[src/rtl/cdda_serial_tx_if.sv]
// CPU write port and serial audio outputs of the CD-DA transmitter.
// Master is the firmware/host side, slave is the transmitter.
interface cdda_serial_tx_if #(
    parameter int DEPTH = 16
);
    localparam int LW = $clog2(DEPTH) + 1;

    logic          enable;
    logic          clr;
    logic [7:0]    wr_data;
    logic          wr_stb;
    logic [LW-1:0] fifo_level;
    logic          fifo_full;
    logic          underrun;
    logic          overflow;
    logic          bck;
    logic          lrck;
    logic          sdat;

    modport master (
        output enable, clr, wr_data, wr_stb,
        input  fifo_level, fifo_full, underrun, overflow,
        input  bck, lrck, sdat
    );

    modport slave (
        input  enable, clr, wr_data, wr_stb,
        output fifo_level, fifo_full, underrun, overflow,
        output bck, lrck, sdat
    );
endinterface

[src/rtl/cdda_serial_tx.sv]
// CD-DA serial transmitter: packs CPU bytes into stereo frames, queues
// them, and shifts them out left-justified MSB-first on bck/lrck/sdat.
module cdda_serial_tx #(
    parameter int BCK_DIV = 12,
    parameter int DEPTH   = 16
) (
    input  logic             clk,
    input  logic             nrst,
    cdda_serial_tx_if.slave  bus
);
    localparam int AW = $clog2(DEPTH);
    localparam int LW = AW + 1;
    localparam int DW = (BCK_DIV > 1) ? $clog2(BCK_DIV) : 1;

    typedef enum logic [1:0] {
        IDLE,
        LOAD,
        RUN
    } state_e;

    state_e        state_q, state_d;
    logic [DW-1:0] div_q, div_d;
    logic          bck_q, bck_d;
    logic          lrck_q, lrck_d;
    logic          sdat_q, sdat_d;
    logic [4:0]    bit_q, bit_d;
    logic [31:0]   sh_q, sh_d;
    logic [AW-1:0] wptr_q, wptr_d;
    logic [AW-1:0] rptr_q, rptr_d;
    logic [LW-1:0] level_q, level_d;
    logic [1:0]    bcnt_q, bcnt_d;
    logic [23:0]   bbuf_q, bbuf_d;
    logic          urun_q, urun_d;
    logic          ovf_q, ovf_d;
    logic [31:0]   mem_q [DEPTH];

    logic        empty;
    logic        full;
    logic        tc;
    logic        push_req;
    logic        push;
    logic        pop_req;
    logic        pop;
    logic [31:0] push_frame;
    logic [31:0] frame_in;

    assign empty = (level_q == '0);
    assign full  = (level_q == LW'(DEPTH));
    assign tc    = (div_q == DW'(BCK_DIV - 1));

    assign push_req = bus.wr_stb && !bus.clr && (bcnt_q == 2'd3);
    assign push     = push_req && !full;
    // Slot boundary: LOAD, or the falling bck edge that wraps bit 31 -> 0
    assign pop_req  = bus.enable &&
                      ((state_q == LOAD) ||
                       ((state_q == RUN) && tc && bck_q &&
                        (bit_q == 5'd31)));
    assign pop      = pop_req && !empty && !bus.clr;

    assign push_frame = {bbuf_q[15:8], bbuf_q[7:0],
                         bus.wr_data, bbuf_q[23:16]};
    assign frame_in   = (empty || bus.clr) ? '0 : mem_q[rptr_q];

    always_comb begin
        state_d = state_q;
        div_d   = div_q;
        bck_d   = bck_q;
        lrck_d  = lrck_q;
        sdat_d  = sdat_q;
        bit_d   = bit_q;
        sh_d    = sh_q;
        unique case (state_q)
            IDLE: begin
                div_d  = '0;
                bit_d  = '0;
                bck_d  = 1'b0;
                lrck_d = 1'b0;
                sdat_d = 1'b0;
                if (bus.enable) state_d = LOAD;
            end
            LOAD: begin
                sh_d    = frame_in;
                sdat_d  = frame_in[31];
                lrck_d  = 1'b0;
                bck_d   = 1'b0;
                div_d   = '0;
                bit_d   = '0;
                state_d = RUN;
            end
            RUN: begin
                if (tc) begin
                    div_d = '0;
                    bck_d = !bck_q;
                    if (bck_q) begin
                        bit_d = bit_q + 5'd1;
                        if (bit_q == 5'd31) begin
                            sh_d   = frame_in;
                            sdat_d = frame_in[31];
                            lrck_d = 1'b0;
                        end else begin
                            sh_d   = {sh_q[30:0], 1'b0};
                            sdat_d = sh_q[30];
                            lrck_d = bit_d[4];
                        end
                    end
                end else begin
                    div_d = div_q + DW'(1);
                end
            end
            default: state_d = IDLE;
        endcase
        if (!bus.enable) begin
            state_d = IDLE;
            div_d   = '0;
            bit_d   = '0;
            bck_d   = 1'b0;
            lrck_d  = 1'b0;
            sdat_d  = 1'b0;
        end
    end

    always_comb begin
        wptr_d  = wptr_q;
        rptr_d  = rptr_q;
        level_d = level_q;
        bcnt_d  = bcnt_q;
        bbuf_d  = bbuf_q;
        urun_d  = urun_q || (pop_req && empty);
        ovf_d   = ovf_q || (push_req && full);
        if (push) wptr_d = wptr_q + AW'(1);
        if (pop)  rptr_d = rptr_q + AW'(1);
        if (push && !pop)      level_d = level_q + LW'(1);
        else if (pop && !push) level_d = level_q - LW'(1);
        if (bus.wr_stb) begin
            bcnt_d = bcnt_q + 2'd1;
            unique case (bcnt_q)
                2'd0:    bbuf_d[7:0]   = bus.wr_data;
                2'd1:    bbuf_d[15:8]  = bus.wr_data;
                2'd2:    bbuf_d[23:16] = bus.wr_data;
                default: ;
            endcase
        end
        if (bus.clr) begin
            wptr_d  = '0;
            rptr_d  = '0;
            level_d = '0;
            bcnt_d  = '0;
            urun_d  = 1'b0;
            ovf_d   = 1'b0;
        end
    end

    always_ff @(posedge clk) begin
        if (push) mem_q[wptr_q] <= push_frame;
    end

    always_ff @(posedge clk or negedge nrst) begin
        if (!nrst) begin
            state_q <= IDLE;
            div_q   <= '0;
            bck_q   <= 1'b0;
            lrck_q  <= 1'b0;
            sdat_q  <= 1'b0;
            bit_q   <= '0;
            sh_q    <= '0;
            wptr_q  <= '0;
            rptr_q  <= '0;
            level_q <= '0;
            bcnt_q  <= '0;
            bbuf_q  <= '0;
            urun_q  <= 1'b0;
            ovf_q   <= 1'b0;
        end else begin
            state_q <= state_d;
            div_q   <= div_d;
            bck_q   <= bck_d;
            lrck_q  <= lrck_d;
            sdat_q  <= sdat_d;
            bit_q   <= bit_d;
            sh_q    <= sh_d;
            wptr_q  <= wptr_d;
            rptr_q  <= rptr_d;
            level_q <= level_d;
            bcnt_q  <= bcnt_d;
            bbuf_q  <= bbuf_d;
            urun_q  <= urun_d;
            ovf_q   <= ovf_d;
        end
    end

    assign bus.fifo_level = level_q;
    assign bus.fifo_full  = full;
    assign bus.underrun   = urun_q;
    assign bus.overflow   = ovf_q;
    assign bus.bck        = bck_q;
    assign bus.lrck       = lrck_q;
    assign bus.sdat       = sdat_q;
endmodule
[src/flat_wrapper.sv]
// flat-port wrapper written by rule: the top's interface ports become plain ports
module cdda_serial_tx_flat 
#(
    parameter int BCK_DIV = 12,
    parameter int DEPTH   = 16
)
  (clk, nrst, bus_enable, bus_clr, bus_wr_data, bus_wr_stb, bus_fifo_level, bus_fifo_full, bus_underrun, bus_overflow, bus_bck, bus_lrck, bus_sdat);
  cdda_serial_tx_if #(.DEPTH(DEPTH)) bus_i ();
  input  logic clk;
  input  logic nrst;
  input wire logic [$bits(bus_i.enable)-1:0] bus_enable;
  input wire logic [$bits(bus_i.clr)-1:0] bus_clr;
  input wire logic [$bits(bus_i.wr_data)-1:0] bus_wr_data;
  input wire logic [$bits(bus_i.wr_stb)-1:0] bus_wr_stb;
  output wire logic [$bits(bus_i.fifo_level)-1:0] bus_fifo_level;
  output wire logic [$bits(bus_i.fifo_full)-1:0] bus_fifo_full;
  output wire logic [$bits(bus_i.underrun)-1:0] bus_underrun;
  output wire logic [$bits(bus_i.overflow)-1:0] bus_overflow;
  output wire logic [$bits(bus_i.bck)-1:0] bus_bck;
  output wire logic [$bits(bus_i.lrck)-1:0] bus_lrck;
  output wire logic [$bits(bus_i.sdat)-1:0] bus_sdat;
  assign bus_i.enable = bus_enable;
  assign bus_i.clr = bus_clr;
  assign bus_i.wr_data = bus_wr_data;
  assign bus_i.wr_stb = bus_wr_stb;
  assign bus_fifo_level = bus_i.fifo_level;
  assign bus_fifo_full = bus_i.fifo_full;
  assign bus_underrun = bus_i.underrun;
  assign bus_overflow = bus_i.overflow;
  assign bus_bck = bus_i.bck;
  assign bus_lrck = bus_i.lrck;
  assign bus_sdat = bus_i.sdat;
  cdda_serial_tx #(.BCK_DIV(BCK_DIV), .DEPTH(DEPTH)) u_core (.clk(clk), .nrst(nrst), .bus(bus_i));
endmodule
[config.mk]
export PLATFORM = sky130hd
export DESIGN_NAME = cdda_serial_tx_flat
export DESIGN_NICKNAME = d
export VERILOG_FILES = /design/src/rtl/cdda_serial_tx_if.sv /design/src/rtl/cdda_serial_tx.sv /design/src/flat_wrapper.sv
export SDC_FILE = /design/constraint.sdc
export NUM_CORES = 1
export LEC_CHECK = 0
export ABC_AREA = 1
export BUFFER_PORTS_ARGS = -buffer_cell sky130_fd_sc_hd__buf_2
export CAP_MARGIN = 5
export CELL_PAD_IN_SITES_DETAIL_PLACEMENT = 1
export CELL_PAD_IN_SITES_GLOBAL_PLACEMENT = 1
export CORE_ASPECT_RATIO = 1.25
export CORE_MARGIN = 3
export CORE_UTILIZATION = 30
export CTS_BUF_LIST = sky130_fd_sc_hd__clkbuf_8
export DETAILED_ROUTE_END_ITERATION = 10
export PLACE_DENSITY_LB_ADDON = 0.1
export SETUP_SLACK_MARGIN = 0.2
export SYNTH_ARGS = -nofsm -noshare
export SYNTH_HDL_FRONTEND = slang
export SYNTH_SLANG_ARGS = --single-unit
[constraint.sdc]
create_clock -name clk -period 3.2 [get_ports clk]
set_input_delay 0.32 -clock clk [delete_from_list [all_inputs] [get_ports clk]]
set_output_delay 0.32 -clock clk [all_outputs]
set_load 0.01 [all_outputs]
==> impl_results.md, run 1 <==
* Status: finished, final reports clean
* Layout cells sized above 1 at 0.1093
* Clock-pin slew on the worst setup and hold paths at roughly 0.06 ns
* Aggregate global routing overflow at 0
* Deepest clock path buffer count at 3
* Clock latency on the worst-skew pair at just over 0.7 ns
* CP Launch Type: flop
* Max Clk Rate at roughly 0.37 GHz
* Fill count at 8843
* Crit path DAT at 3.28 ns
* Leakage power at between 10 and 15 nW
* Count leader, synth: edfxtp_1
* Die X at roughly 260 um
* Wire per inst at approximately 22 um
* Initial Util at 0.3045
* Post-DRT Antenna Nets at 0
* Routed vias at about 16000
* Worst Setup End Kind: flop
* Crit Path Category: reg -> reg
* Hold slack at about 0.087 ns
* DIE AREA at 85100 sq um
* Buffers on Ports at 23
* Tcrit/Tclk final at 0.8389
* CTS tree: yes
* Yosys cell types at 34
* Wire length on met2 at between 30000 and 40000 um
* Post-synth top area cell: edfxtp_1
* Aggregate global-route resource usage at 0.1794
* CTS buffer count at 100
* Seq. cell area at 17510 sq um
* Top-area cell type share of the netlist area at 0.6280
* Setup TNS at 0 ns
* Top Layer Used: met4
* Top cells by count, synth: 512 x edfxtp_1, 476 x nand2_1, 239 x nor2_1, 208 x o21ai_0, 143 x nand3_1
* Initial antenna violation count at 2
* DRT Pass-1 Iters at 5
* Area of the multi-input gates at around 6000 sq um
* DR iter-0 viols at between 700 and 800
* Top area cells in the synthesized netlist: edfxtp_1 63%, dfrtp_1 8.7%, nand2_1 7.3%
* Die height at approximately 330 um
* RSZ-0062 raised after global routing: no
* Post-route minimum period at about 2.7 ns
* Post-synth EDFFs at 512
* Syn Nets at between 2000 and 2500
* Largest net degree at the start of global routing at ~110
* Syn Inst Count at ~2100
* Crit-path max FO at 10
* Count of pins over their slew limit at 0
* Main synth FF type: edfxtp_1
* HPWL after detailed placement at 43520 um
* Synthesis Warnings at 0
* CP required at between 3 and 4 ns
* Routed Wire Length at between 70000 and 80000 um
* Sequential element share of the synthesized area at 0.7148
* Finish-stage setup viols at 0
* Synth Area per Inst at 11.56 sq um
* Metal3 WL at a little over 2000 um
* DRC violations left at 0
* FP Rows at roughly 120
* Final net count at 2235
* Post-Synthesis Cell Area at 24480 sq um
* Synth-to-Final Area Change at 14.46%
* H-tree lvl count at 3
* Slew HR at 0.3998
* Clk_skew at roughly 0.027 ns
* Final hold vios at 0
* Yosys reg bits at roughly 600
* Clock sink total at between 500 and 600
* Worst-margin pin slew at ~0.9 ns
* M1 WL at about 34000 um
* Clock Tree Root: clkbuf_8
* Worst hold path type: in -> reg
* Max VDD drop at about 0.00027 V
* Global-route wire length before repair at between 100000 and 150000 um
* Ys async rst share at 0.1424
* Routability Congestion at 0.7358
* Number of global-route vias before repair at 17340
* Vias per inst at between 4 and 5
* PD cells at 604.2 nW/um^2
* Max-Cap Viols at 0
* Core ar. at between 80000 and 90000 sq um
* IO Pins at 24
cells in the final DEF (no fill, tap or decap), drive strengths merged, types with 23 or more instances in the layout:
cell,n
o21ai,258
buf,82
edfxtp,512
inv,162
clkinv,36
nor2,242
a21oi,75
nand2,481
o211ai,23
dfrtp,85
nand3,143
clkbuf,109
power breakdown:
part | switching (mW) | internal (mW) | total, mW
combinational | 0.531 | 0.243 | 0.774
sequential | 0.574 | 9.06 | 9.63
clock | 3.22 | 3.30 | 6.52
registers in the layout (all words and copies together) (netlist names), 2 cells and up:
register               cells
u_core.bbuf_q             24
u_core.bcnt_q              2
u_core.bit_q               5
u_core.bus.fifo_level      5
u_core.div_q               4
u_core.mem_q             512
u_core.rptr_q              4
u_core.sh_q               31
u_core.state_q             2
u_core.wptr_q              4
area by class of cell:
cell class              instances  share of cell area
clock buffers                 109             0.05353
clock inverters                80             0.01402
flip-flops and latches        597              0.6249
inverters                     123             0.01674
multi-input cells            1287              0.2144
diodes                          1          0.00008930
repair buffers                 92             0.02893
well taps                    1062             0.04742
layer usage:
| metal | vias up | GRT usage |
|---|---|---|
| li1 | 7544 | - |
| met5 | - | 0 |
| met1 | 8322 | 0.2348 |
| met3 | 104 | 0.02507 |
| met2 | 225 | 0.3104 |
| met4 | 0 | 0.04750 |
per-stage QoR:
| stage | setup WS (ns) | power, mW | instance area [sq um] | util | std cells |
|---|---|---|---|---|---|
| 2_1_floorplan | 0.3723 | 10.00 | 24480 | - | 2118 |
| 3_3_place_gp | 0.3717 | 10.54 | 25980 | 0.3232 | 3147 |
| 3_5_place_dp | 0.3564 | 10.59 | 25980 | 0.3232 | 3147 |
| 4_1_cts | 0.3451 | 17.21 | 27980 | 0.3480 | 3346 |
| 5_1_grt | 0.1728 | 17.70 | 28020 | 0.3485 | 3351 |
| 6_report | 0.5155 | 16.93 | 28020 | 0.3485 | 3351 |
repair_timing:
item / CTS / global route
hold buffers: 10 / 0
gates resized for setup: 0 / 2
buffers inserted: 0 / 4
endpoints found under the setup margin: 0 / 1
endpoints found under the hold margin: 146 / 0
cells by family (layout without fill, tap and decap cells):
kind of cell / count (synthesis) / count (layout) / share of synthesized area
flip-flops: 597 / 597 / 0.7148
XOR/XNOR: 2 / 2 / 0.0007156
AND/OR/NAND/NOR: 888 / 888 / 0.1467
buffers and inverters: 234 / 404 / 0.04553
other: 0 / 1 / 0
adder cells (fa/ha/maj): 21 / 21 / 0.01104
AO/OA/AOI/OAI: 376 / 376 / 0.08120
worst max-delay path, stage by stage (launching register included):
cell and delay [ns]:
dfrtp_1 0.35, ha_1 0.20, nand2_1 0.07, nor2_1 0.09, ha_1 0.22, nand2_1 0.12
o21ai_4 0.24, nand2_1 0.17, nand2_4 0.18, ha_1 0.30, a21oi_1 0.18, nand2_1 0.07
nand2_1 0.06, nand2_1 0.07, nand3_1 0.09, nand2_1 0.06, nand2_1 0.06, nand2_1 0.04
worst paths after layout:
check                      slack [ns]  depth (start not counted)            start                        to
max                              0.52                         17  u_core.bit_q[0]  u_core.bus.fifo_level[4]
min                              0.09                          1   bus_wr_data[7]      u_core.mem_q[14][15]
max reg2reg                      0.52                         17  u_core.bit_q[0]  u_core.bus.fifo_level[4]
min reg2reg                      0.49                          1  u_core.div_q[2]           u_core.div_q[2]
max in group asynchronous        2.20                          3             nrst         u_core.bbuf_q[10]
min in group asynchronous        0.26                          2             nrst           u_core.bit_q[0]
Note: power is estimated with default switching activity, not from simulation.
==> run 2: changes to the inputs <==
==> constraint.sdc (replaced) <==
create_clock -name clk -period 2.4 [get_ports clk]
set_input_delay 0.24 -clock clk [delete_from_list [all_inputs] [get_ports clk]]
set_output_delay 0.24 -clock clk [all_outputs]
set_load 0.01 [all_outputs]
==> impl_results.md, run 2 (synthesized netlist as in run 1, its figures left out) <==
* Clk_skew at between 0.03 and 0.04 ns
* Routability Congestion at 0.7337
* Aggregate global routing overflow at 0
* DR iter-0 viols at between 1000 and 1500
* Routed vias at 16450
* Layout cells sized above 1 at 0.1440
* Initial Util at 0.3045
* Worst Setup End Kind: flop
* Largest regs: u_core.mem_q (512), u_core.sh_q (31), u_core.bbuf_q (24)
* Clock-pin slew on the worst setup and hold paths at ~0.06 ns
* Routed Wire Length at between 70000 and 80000 um
* RSZ-0062 raised after global routing: yes
* Tcrit/Tclk final at 0.9598
* Slew HR at 0.5624
* Crit path DAT at slightly below 3 ns
* Worst hold path type: in -> async
* FP Rows at 116
* DIE AREA at between 80000 and 90000 sq um
* Final Util at 0.3636
* Final std cells w/o fill at around 3400
* Final net count at about 2300
* Fin worst setup slack at 0.09650 ns
* Commonest non-fill, non-tap cell in the layout: edfxtp_1
* Count of pins over their slew limit at 0
* PD cells at around 800 nW/um^2
* Number of global-route vias before repair at around 18000
* Buffers on Ports at 23
* Clock sink total at 597
* Global-route wire length before repair at about 120000 um
* Die height at between 300 and 400 um
* Inst Count DP at between 3000 and 4000
* Largest Register: u_core.mem_q
* Core ar. at approximately 80000 sq um
* Initial antenna violation count at 2
* Worst slack, placed at approximately 0.11 ns
* Fill count at ~8800
* Crit Path Category: reg -> reg
* Max reg flops at around 510
* CP Launch Type: flop
* Post-route minimum period at 2.303 ns
* Beginning of the critical path: u_core.bit_q[0]
* Max VDD drop at around 0.00045 V
* Final hold vios at 0
* CTS buffer count at 103
* Post-DRT Antenna Nets at 0
* Status: finished, final reports clean
* Finish-stage setup viols at 0
* Aggregate global-route resource usage at 0.1860
* Synth-to-Final Area Change at 19.40%
* H-tree lvl count at 3
* IO Pins at 24
* DRC violations left at 0
* Clock Tree Root: clkbuf_8
* Die X at around 260 um
* Max Clk Rate at ~0.43 GHz
* DRT Pass-1 Iters at 5
* Wire per inst at 22.83 um
* Max-Cap Viols at 0
* CP required at between 3 and 4 ns
* Leakage power at 10.89 nW
* Largest net degree at the start of global routing at 81
* Crit-path max FO at 5
* Deepest clock path buffer count at 3
* Worst flop-to-flop path startpoint: u_core.bit_q[0]
* Most frequent cells in the layout: 512 x edfxtp_1, 470 x nand2_1, 221 x nor2_1, 208 x o21ai_0, 157 x inv_1
* Worst-margin pin slew at approximately 0.66 ns
* CTS tree: yes
* Clock latency on the worst-skew pair at 0.73 ns
* Vias per inst at 4.784
* Hold slack at about 0.056 ns
* HPWL after detailed placement at about 46000 um
==> run 2: cell types whose count changed in the layout (fill, tap and decap cells not counted), moves of 3 or more <==
cell	delta
buf_12	+28
buf_4	+35
buf_6	+10
dlygate4sd3_1	+6
ha_1	-6
ha_4	+4
inv_1	+4
inv_8	+3
nand2_1	-6
nand2_2	+6
==> run 2: critical path, stage by stage (launching register included) <==
cell,delay [ns]
dfrtp_1,0.39
ha_2,0.19
nand2_1,0.07
nor2_1,0.04
ha_2,0.18
nand2_2,0.08
o21ai_4,0.06
nand2_2,0.11
nand2_4,0.10
buf_4,0.15
buf_6,0.10
buf_6,0.10
buf_6,0.10
buf_6,0.11
buf_6,0.12
a21oi_4,0.21
nand2_1,0.08
nand2_1,0.07
==> run 2: metrics by stage <==
step / area (sq um) / power [mW] / setup TNS [ns]
CTS: 29080 / 23.16 / 0
detailed placement: 26790 / 14.13 / 0
finish: 29230 / 22.79 / 0
floorplan: 24560 / 13.34 / 0
global placement: 26790 / 14.07 / 0
global route: 29230 / 23.79 / -0.1942
==> run 2: where the power goes <==
| part | internal (mW) | leakage, nW | switching, mW |
|---|---|---|---|
| clock | 4.49 | 1.15 | 4.37 |
| sequential | 12.1 | 5.74 | 0.713 |
| combinational | 0.406 | 4.00 | 0.727 |
==> run 2: area by class of cell <==
class	count	area [sq um]	area share
Clock inverter	88	478.0	0.01635
Clock buffer	107	1473	0.05038
Multi-Input combinational cell	1287	6097	0.2086
Tap cell	1062	1329	0.04545
Timing Repair Buffer	173	1872	0.06403
Sequential cell	597	17510	0.5990
Antenna cell	1	2.502	0.00008560
Inverter	123	471.7	0.01614
==> run 2: repair_timing <==
action | in CTS | in global routing
endpoints found under the setup margin | 65 | 166
endpoints found under the hold margin | 235 | 0
hold buffers | 16 | 0
pin swaps | 6 | 14
gates cloned | 2 | 0
resized for setup | 11 | 15
buffers inserted | 8 | 12
==> run 2: path summary, 6_finish.rpt <==
check	slack (ns)	cells past startpoint	end
setup / recovery	0.1	17	u_core.bus.fifo_level[1]
hold / removal	0.06	2	u_core.rptr_q[1]
setup reg to reg	0.1	17	u_core.bus.fifo_level[1]
hold reg to reg	0.49	2	u_core.sh_q[0]
max in group asynchronous	1.62	3	u_core.bbuf_q[5]
min in group clk	0.43	3	u_core.bus.overflow
==> run 2: metal layers <==
metal,GRT usage,vias up,part of all wire
li1,-,7708,-
met1,0.2356,8411,0.44
met2,0.3298,220,0.51
met3,0.02437,110,0.028
met4,0.05414,0,0.022
met5,0,-,0
